--- config.mk ---
export PLATFORM = sky130hd
export DESIGN_NAME = serial_adder
export DESIGN_NICKNAME = d
export VERILOG_FILES = /design/src/rtl/serial_adder.sv
export SDC_FILE = /design/constraint.sdc
export NUM_CORES = 1
export LEC_CHECK = 0
export CORE_MARGIN = 3
export CORE_UTILIZATION = 45
export CTS_CLUSTER_DIAMETER = 120
export DETAILED_ROUTE_END_ITERATION = 16
export GPL_TIMING_DRIVEN = 0
export PLACE_DENSITY_LB_ADDON = 0.1
export SKIP_CTS_REPAIR_TIMING = 1
export SYNTH_ARGS = -nofsm -noshare
export SYNTH_HDL_FRONTEND = slang
export SYNTH_SLANG_ARGS = --single-unit
--- constraint.sdc ---
create_clock -name clk -period 4.4 [get_ports clk]
set_input_delay 0.44 -clock clk [delete_from_list [all_inputs] [get_ports clk]]
set_output_delay 0.44 -clock clk [all_outputs]
set_load 0.03 [all_outputs]
--- src/rtl/serial_adder.sv ---
// Bit-serial adder: one operand bit pair per clock, LSB first, through two
// cascaded half adders, wrapped in a start/busy/done handshake.

module halfadder (
    input  logic a,
    input  logic b,
    output logic s,
    output logic c
);
    assign s = a ^ b;
    assign c = a & b;
endmodule

module serial_adder #(
    parameter int WIDTH = 8
) (
    input  logic             clk,
    input  logic             rst_n,
    input  logic             start,
    input  logic [WIDTH-1:0] a,
    input  logic [WIDTH-1:0] b,
    input  logic             cin,
    output logic             busy,
    output logic             done,
    output logic [WIDTH-1:0] sum,
    output logic             cout
);
    localparam int CW = $clog2(WIDTH);

    typedef enum logic [1:0] {
        IDLE = 2'd0,
        ADD  = 2'd1,
        DONE = 2'd2
    } state_t;

    state_t           state;
    state_t           state_next;
    logic [WIDTH-1:0] a_sh;
    logic [WIDTH-1:0] b_sh;
    logic [WIDTH-2:0] res_sh;
    logic             carry;
    logic [CW-1:0]    cnt;

    logic             hs0;
    logic             hc0;
    logic             s;
    logic             hc1;
    logic             c;
    logic             last;
    logic [WIDTH-1:0] res_next;

    halfadder u_ha0 (
        .a (a_sh[0]),
        .b (b_sh[0]),
        .s (hs0),
        .c (hc0)
    );

    halfadder u_ha1 (
        .a (hs0),
        .b (carry),
        .s (s),
        .c (hc1)
    );

    assign c    = hc0 | hc1;
    assign last = (cnt == CW'(WIDTH - 1));

    // res_sh keeps only the WIDTH-1 bits already produced; the new bit completes the word
    assign res_next = {s, res_sh};

    always_ff @(posedge clk or negedge rst_n) begin
        if (!rst_n) begin
            state <= IDLE;
        end else begin
            state <= state_next;
        end
    end

    always_comb begin
        state_next = state;
        case (state)
            IDLE:    if (start) state_next = ADD;
            ADD:     if (last)  state_next = DONE;
            DONE:    state_next = IDLE;
            default: state_next = IDLE;
        endcase
    end

    always_ff @(posedge clk or negedge rst_n) begin
        if (!rst_n) begin
            a_sh   <= '0;
            b_sh   <= '0;
            res_sh <= '0;
            carry  <= 1'b0;
            cnt    <= '0;
            sum    <= '0;
            cout   <= 1'b0;
        end else begin
            case (state)
                IDLE: begin
                    if (start) begin
                        a_sh  <= a;
                        b_sh  <= b;
                        carry <= cin;
                        cnt   <= '0;
                    end
                end
                ADD: begin
                    res_sh <= res_next[WIDTH-1:1];
                    a_sh   <= a_sh >> 1;
                    b_sh   <= b_sh >> 1;
                    carry  <= c;
                    cnt    <= cnt + 1'b1;
                    if (last) begin
                        sum  <= res_next;
                        cout <= c;
                    end
                end
                default: ;
            endcase
        end
    end

    assign busy = (state == ADD);
    assign done = (state == DONE);

endmodule

[Yosys cells after proc, flatten, opt, wreduce, memory -nomap -nowiden]
Cells that the tools add are included.
Storage, ports and cells
  bits in registers: 38
  input bits: 20
  output and inout bits: 11
  word-level logic and storage cells: 35
Cells by class
  add/sub/neg operators: 1
  equal/unequal tests: 5
  muxes and demuxes: 11
  bitwise operators: 5
  reduce and logical (&&, ||, !) cells: 5
Operator list (count)
  case mux 8 bit (2 select lines): 2
  two-way mux 8 bit: 2
  case mux 3 bit (2 select lines): 1
  AND reduction 2 bit: 3
  two-way mux 2 bit: 2
  case mux 2 bit (2 select lines): 1
  adder 3 x 1 -> 3 bit, second input constant: 1
  == test 3 bit, second input constant: 1
  two-way mux 3 bit: 1
  bitwise AND 1 bit: 2
  == test 2 x 1 -> 1 bit, second input constant: 1
  == test 2 bit, second input constant: 1
  logical NOT 2 bit: 1
  != test 2 x 1 -> 1 bit, second input constant: 1
  != test 2 bit, second input constant: 1
  case mux 1 bit (2 select lines): 1
  nonzero test 2 bit: 1
  XOR 1 bit: 2
  two-way mux 1 bit: 1
  bitwise OR 1 bit: 1

[Longest topological paths before layout]
Gate-level depths: netlist of the first run.
  depth after elaboration: 4
  mapped depth: 5
  mapped depth without buffers: 4

[Cells and area by module]
From an unflattened synthesis of the first run, not the netlist that was laid out.
Second synthesis, totals
  cells, all modules: 140
  area, all modules: 1746.7 um^2
By module, submodules not included
  serial_adder: times used 1, cells each 138, area each 1721.7 um^2, seq. area each 950.9 um^2
  halfadder: times used 2, cells each 1, area each 12.5 um^2, seq. area each 0.0 um^2

[Worst setup path before layout of the first run]
Ideal clock, no wire load.
  path type: reg2out
  start: register state[1]
  end: output port done
  arrival: 1.208 ns
  required time: 3.960 ns
  slack: 2.752 ns
  stages on the path, launching flop included: 5
  path buffers: 3
  cell sequence: dfrtp_1 > clkbuf_2 > buf_6 > buf_6 > nor2b_1
Between the ends
  word-level cells in the longest chain between the ends: 1
RTL lines
  from (decl): RTL line 36  | state_t state;
  from (signal assigned): RTL line 76  | state <= state_next;
  == test 2 bit: RTL line 126  | assign done = (state == DONE);
  to (decl): RTL line 24  | output logic done,
Every way passes these cells.

[Worst setup path after layout of the first run]
Ends and elaborated chain as after synthesis.

==> results of run 1 <==
## power groups by stage
stage | logic, uW | clock network, uW | registers (uW)
global route | 782 | 253 | 644
global placement | 701 | 0 | 619
floorplan | 444 | 0 | 683
finish | 715 | 232 | 618
CTS | 723 | 244 | 621
detailed placement | 720 | 0 | 627
## worst max-delay path: stages, from the launching register on
cell and delay, ns:
dfrtp_1 0.37, clkbuf_2 0.20, buf_6 0.17, buf_6 0.15, nor2b_1 0.14, clkdlybuf4s50_1 0.68
## cells by family (layout without fill, tap and decap cells)
family,count (synthesis),count (layout),synth area share (%)
adders and majority gates,3,3,2.50
and+or+nand+nor,29,29,14.0
AOI/OAI and AO/OA,22,22,11.0
muxes,17,17,12.4
DFF,38,38,52.9
buffers and inverters,23,59,7.23
## registers in the layout, indices dropped and copies added (netlist names)
signal,cells
res_sh,7
b_sh,8
cnt,3
carry,1
a_sh,8
cout,1
sum,8
state,2
## layer usage
layer / routed length [um] / part of all wire (%) / up-vias
met5: 0 / 0 / -
met2: 1480 / 44 / 32
met3: 124 / 3.7 / 7
met4: 76 / 2.3 / 0
met1: 1670 / 50 / 567
li1: - / - / 563
## cell usage in the layout, fill, tap and decap left out, drive strengths merged, types with 2 or more instances in the layout
master,n
a211oi,6
a221oi,2
a22o,2
buf,10
clkbuf,10
clkdlybuf4s50,29
dfrtp,38
ha,2
inv,10
mux2,16
nand2b,3
nor3b,7
nor4b,8
nor4bb,2
o221a,7
or4b,7
## cells in the mapped netlist, drive strengths merged
master | count | area share, %
dfrtp | 38 | 53
mux2 | 16 | 12
inv | 10 | 2.1
buf | 9 | 4.2
nor4b | 8 | 4.2
nor3b | 7 | 2.9
o221a | 7 | 4.4
or4b | 7 | 3.9
a211oi | 6 | 2.5
clkbuf | 4 | 0.90
nand2b | 3 | 1.0
a221oi | 2 | 0.97
a22o | 2 | 0.97
ha | 2 | 1.4
nor4bb | 2 | 1.1
a211o | 1 | 0.49
a21o | 1 | 0.42
a21oi | 1 | 0.28
fa | 1 | 1.1
mux2i | 1 | 0.56
nand3b | 1 | 0.42
nor2b | 1 | 0.35
o21ba | 1 | 0.56
o21bai | 1 | 0.42
## path summary, 6_finish.rpt
| check | endpoint | slack, ns |
|---|---|---|
| worst min register to register | b_sh[7] | 0.48 |
| worst max register to register | sum[1] | 2.88 |
| min in group clk | b_sh[7] | 0.48 |
| worst max-delay path | done | 1.98 |
| worst min-delay path | sum[4] | 0.25 |
| max in group asynchronous | sum[0] | 3.63 |
## stage by stage
| step | util, % | cells | total power [uW] | hold WS [ns] |
|---|---|---|---|---|
| floorplan | - | 132 | 1130 | 0.144 |
| global placement | 57.7 | 210 | 1320 | 0.467 |
| detailed placement | 57.6 | 210 | 1350 | 0.467 |
| CTS | 59.8 | 216 | 1590 | 0.273 |
| global route | 59.8 | 216 | 1680 | 0.313 |
| finish | 59.8 | 216 | 1570 | 0.251 |
## final cells by class
cell class | count | area [sq um]
Multi-Input combinational cell | 71 | 718
Tap cell | 48 | 60.1
Timing Repair Buffer | 30 | 295
Inverter | 10 | 37.5
Buffer | 13 | 92.6
Fill cell | 311 | 1510
Clock buffer | 6 | 82.6
Sequential cell | 38 | 951
==> results.sh, run 1 <==
export IMPL_ys_types=28
export IMPL_gp_congestion=0.728
export IMPL_grt_max_degree=39
export IMPL_h_tree_depth=2
export IMPL_dr_pass1_iters=4
export IMPL_clkTransAtPathRegs_ns=0.07
export IMPL_grt_antenna_before_repair=0
export IMPL_period_share_pct=55.1
export IMPL_status="finished clean"
export IMPL_timing_setup_tns_ns=0
export IMPL_layout_drive_gt1_share_pct=25.0
export IMPL_area_growth_synth_to_final_pct=24.3
export IMPL_nNetsFinal=192
export IMPL_die_h_um=69.2
export IMPL_clock_root_buffer="clkbuf_8"
export IMPL_insertion_delay_ns=0.29
export IMPL_min_period_ns=2.42
export IMPL_cts_buffers_inserted=5
export IMPL_antenna_cells=0
export IMPL_die_area_sq_mm=0.00479
export IMPL_start_util_pct=48.1
export IMPL_power_frac_clock_pct=14.8
export IMPL_synth_seq_cells=38
export IMPL_finalInstanceArea_sq_mm=0.00224
export IMPL_pin_count=31
export IMPL_power_frac_comb_pct=45.7
export IMPL_startpoint_type="register"
export IMPL_power_density_mw_per_mm2=700
export IMPL_cts_sinks=38
export IMPL_place_area_sq_mm=0.00215
export IMPL_p_leak_uw=0.000985
export IMPL_maxCapViolCount=0
export IMPL_hold_path_class="in2async"
export IMPL_dp_hpwl_um=2340
export IMPL_grt_use_met3_pct=3.62
export IMPL_wl_per_cell_um=15.5
export IMPL_grt_pass1_wl_um=5730
export IMPL_skew_ns=0.00587
export IMPL_port_buffers=30
export IMPL_pwr_share_seq_pct=39.5
export IMPL_die_w_um=69.2
export IMPL_avgSynthCellArea_sq_um=13.6
export IMPL_cts_tree="done"
export IMPL_syn_cell_area_sq_mm=0.00180
export IMPL_gr_total_overflow=0
export IMPL_rsz0062_at_grt="no"
export IMPL_peakVddDrop_v=0.000299
export IMPL_crit_type="reg2out"
export IMPL_core_area_sq_mm=0.00374
export IMPL_floorplan_rows=22
export IMPL_worstMarginPinSlew_ns=0.829
export IMPL_drt_iter0_drc=73
export IMPL_drt_total_wl_um=3340
export IMPL_ant_nets=0
export IMPL_top_usage_layer="met2"
export IMPL_p_switching_uw=540
export IMPL_setup_worst_path_start="state[1]"
export IMPL_timing_fmax_mhz=413
export IMPL_yosys_warnings=0
export IMPL_drc_errors=0
export IMPL_grt_usage_pct=15.1
export IMPL_cp_max_fo=10
export IMPL_final_max_slew_viol_count=0
export IMPL_cp_end_kind="output pin"
export IMPL_reg2reg_depth=5
export IMPL_cp_required_ns=3.96
export IMPL_worst_slack_ns=1.98
export IMPL_hold_viol_final=0
export IMPL_vias_per_cell=5.41
export IMPL_syn_num_nets=155
export IMPL_timing_critical_path_arrival_ns=1.98
export IMPL_clock_path_buffers=2
export IMPL_maxSlewHeadroom_pct=44.7
export IMPL_ys_seq_area_share_pct=52.9
export IMPL_place_ws_ns=2.29
export IMPL_grt_pass1_vias=1213
export IMPL_met1_usage_pct=20.3
export IMPL_p_sw_share_pct=34.5
export IMPL_finalSetupViolCount=0
export IMPL_vias=1169
export IMPL_intPower_uw=1030
export IMPL_netlist_instances=132
export IMPL_reg2reg_from="cnt[0]"
export IMPL_grtUsageMet2_pct=22.5
Power figures use the tool's default switching activity.
==> run 2, diff against run 1 <==
- clock period: 4.4 -> 2.1 ns (I/O delays scaled with it)
==> run 2 against run 1 <==
Compared with the run above:
- die area did not move
- power rose by 110%
- sequential power rose by 110%
- routed wire length rose by 0.30%
- critical path depth did not move
- core utilization rose by 0.13 points
- critical endpoint unchanged
- cell count did not move
- first-iteration DRC count rose by 4.1%
==> results.sh, run 2 (synthesis gave the netlist of run 1 again) <==
export IMPL_period_share_pct=86.1
export IMPL_wl_per_cell_um=15.5
export IMPL_gr_total_overflow=0
export IMPL_power_frac_comb_pct=45.7
export IMPL_dp_hpwl_um=2340
export IMPL_r2r_setup_slack_ns=0.58
export IMPL_power_density_mw_per_mm2=1460
export IMPL_p_switching_uw=1130
export IMPL_antenna_cells=0
export IMPL_hold_path_class="in2async"
export IMPL_cts_sinks=38
export IMPL_grt_max_degree=39
export IMPL_drt_total_wl_um=3350
export IMPL_reg2reg_from="cnt[0]"
export IMPL_nNetsFinal=192
export IMPL_h_tree_depth=2
export IMPL_intPower_uw=2150
export IMPL_timing_critical_path_arrival_ns=1.60
export IMPL_cp_required_ns=1.89
export IMPL_pin_count=31
export IMPL_grt_pass1_vias=1213
export IMPL_clock_path_buffers=2
export IMPL_drt_iter0_drc=76
export IMPL_power_frac_clock_pct=14.9
export IMPL_clkTransAtPathRegs_ns=0.07
export IMPL_worst_slack_ns=0.291
export IMPL_gp_congestion=0.728
export IMPL_peakVddDrop_v=0.000626
export IMPL_p_leak_uw=0.00101
export IMPL_hold_viol_final=0
export IMPL_maxSlewHeadroom_pct=44.7
export IMPL_area_growth_synth_to_final_pct=24.6
export IMPL_vias=1166
export IMPL_cp_end_kind="output pin"
export IMPL_core_area_sq_mm=0.00374
export IMPL_layout_drive_gt1_share_pct=25.0
export IMPL_skew_ns=0.00587
export IMPL_cp_max_fo=10
export IMPL_timing_setup_tns_ns=0
export IMPL_maxCapViolCount=0
export IMPL_grt_pass1_wl_um=5730
export IMPL_cts_tree="done"
export IMPL_stdcell_count=216
export IMPL_die_area_sq_mm=0.00479
export IMPL_r2r_end="sum[1]"
export IMPL_total_power_uw=3280
export IMPL_finalSetupViolCount=0
export IMPL_grt_usage_pct=15.1
export IMPL_port_buffers=30
export IMPL_final_cell_mix="38 x dfrtp_1, 27 x clkdlybuf4s50_1, 10 x inv_1, 9 x mux2_4"
export IMPL_start_util_pct=48.1
export IMPL_status="finished clean"
export IMPL_hold_ws_ns=0.0210
export IMPL_top_regs="a_sh x8, b_sh x8, sum x8"
export IMPL_die_w_um=69.2
export IMPL_die_h_um=69.2
export IMPL_timing_fmax_mhz=553
export IMPL_vias_per_cell=5.40
export IMPL_dr_pass1_iters=4
export IMPL_worstMarginPinSlew_ns=0.829
export IMPL_drc_errors=0
export IMPL_cts_buffers_inserted=5
export IMPL_crit_type="reg2out"
export IMPL_pwr_share_seq_pct=39.5
export IMPL_p_sw_share_pct=34.5
export IMPL_dp_cells=210
export IMPL_grt_antenna_before_repair=0
export IMPL_rsz0062_at_grt="no"
export IMPL_floorplan_rows=22
export IMPL_final_common_cell="dfrtp_1"
export IMPL_clock_root_buffer="clkbuf_8"
export IMPL_place_ws_ns=0.222
export IMPL_final_max_slew_viol_count=0
export IMPL_min_period_ns=1.81
export IMPL_reg2reg_depth=5
export IMPL_ant_nets=0
export IMPL_insertion_delay_ns=0.29
export IMPL_startpoint_type="register"
export IMPL_fillers=313
run 2: power groups by stage:
stage	clock network [uW]	logic [uW]	registers, uW
finish	487	1500	1290
global route	530	1640	1350
CTS	510	1510	1300
detailed placement	0	1510	1310
global placement	0	1470	1300
floorplan	0	931	1430
run 2: cell type report:
cell class / instances / area (sq um) / share of cell area (%)
repair buffers: 30 / 300 / 13.4
clock buffers: 6 / 82.6 / 3.68
plain buffers: 13 / 92.6 / 4.13
flip-flops and latches: 38 / 951 / 42.4
multi-input cells: 71 / 718 / 32.0
inverters: 10 / 37.5 / 1.67
well taps: 48 / 60.1 / 2.68
run 2: critical path, stage by stage, from the launching register on:
cell and delay [ns]:
dfrtp_1 0.37, clkbuf_2 0.20, buf_6 0.17, buf_6 0.15, nor2b_1 0.13, dlymetal6s2s_1 0.30
run 2: stage by stage:
| step | utilization (%) | cell area [sq um] |
|---|---|---|
| 3_3_place_gp | 57.7 | 2160 |
| 2_1_floorplan | - | 1800 |
| 6_report | 59.9 | 2240 |
| 3_5_place_dp | 57.6 | 2150 |
| 5_1_grt | 59.9 | 2240 |
| 4_1_cts | 59.8 | 2240 |
run 2: layer usage:
metal / track usage, % / routed length, um / up-vias / part of all wire (%)
li1: - / - / 563 / -
met1: 20.3 / 1680 / 566 / 50
met2: 22.5 / 1480 / 30 / 44
met3: 3.62 / 121 / 7 / 3.6
met4: 7.81 / 76 / 0 / 2.3
met5: 0 / 0 / - / 0
run 2: how the worst max path moves through the flow:
| stage | from | endpoint | slack [ns] | cells past startpoint |
|---|---|---|---|---|
| 2_1_floorplan | state[1] | done | 0.68 | 4 |
| 3_3_place_gp | rst_n | b_sh[6] | -0.009 | 1 |
| 3_5_place_dp | state[1] | done | 0.22 | 5 |
| 4_1_cts | state[1] | done | -0.11 | 5 |
| 5_1_grt | state[1] | done | 0.20 | 5 |
| 6_report | state[1] | done | 0.29 | 5 |
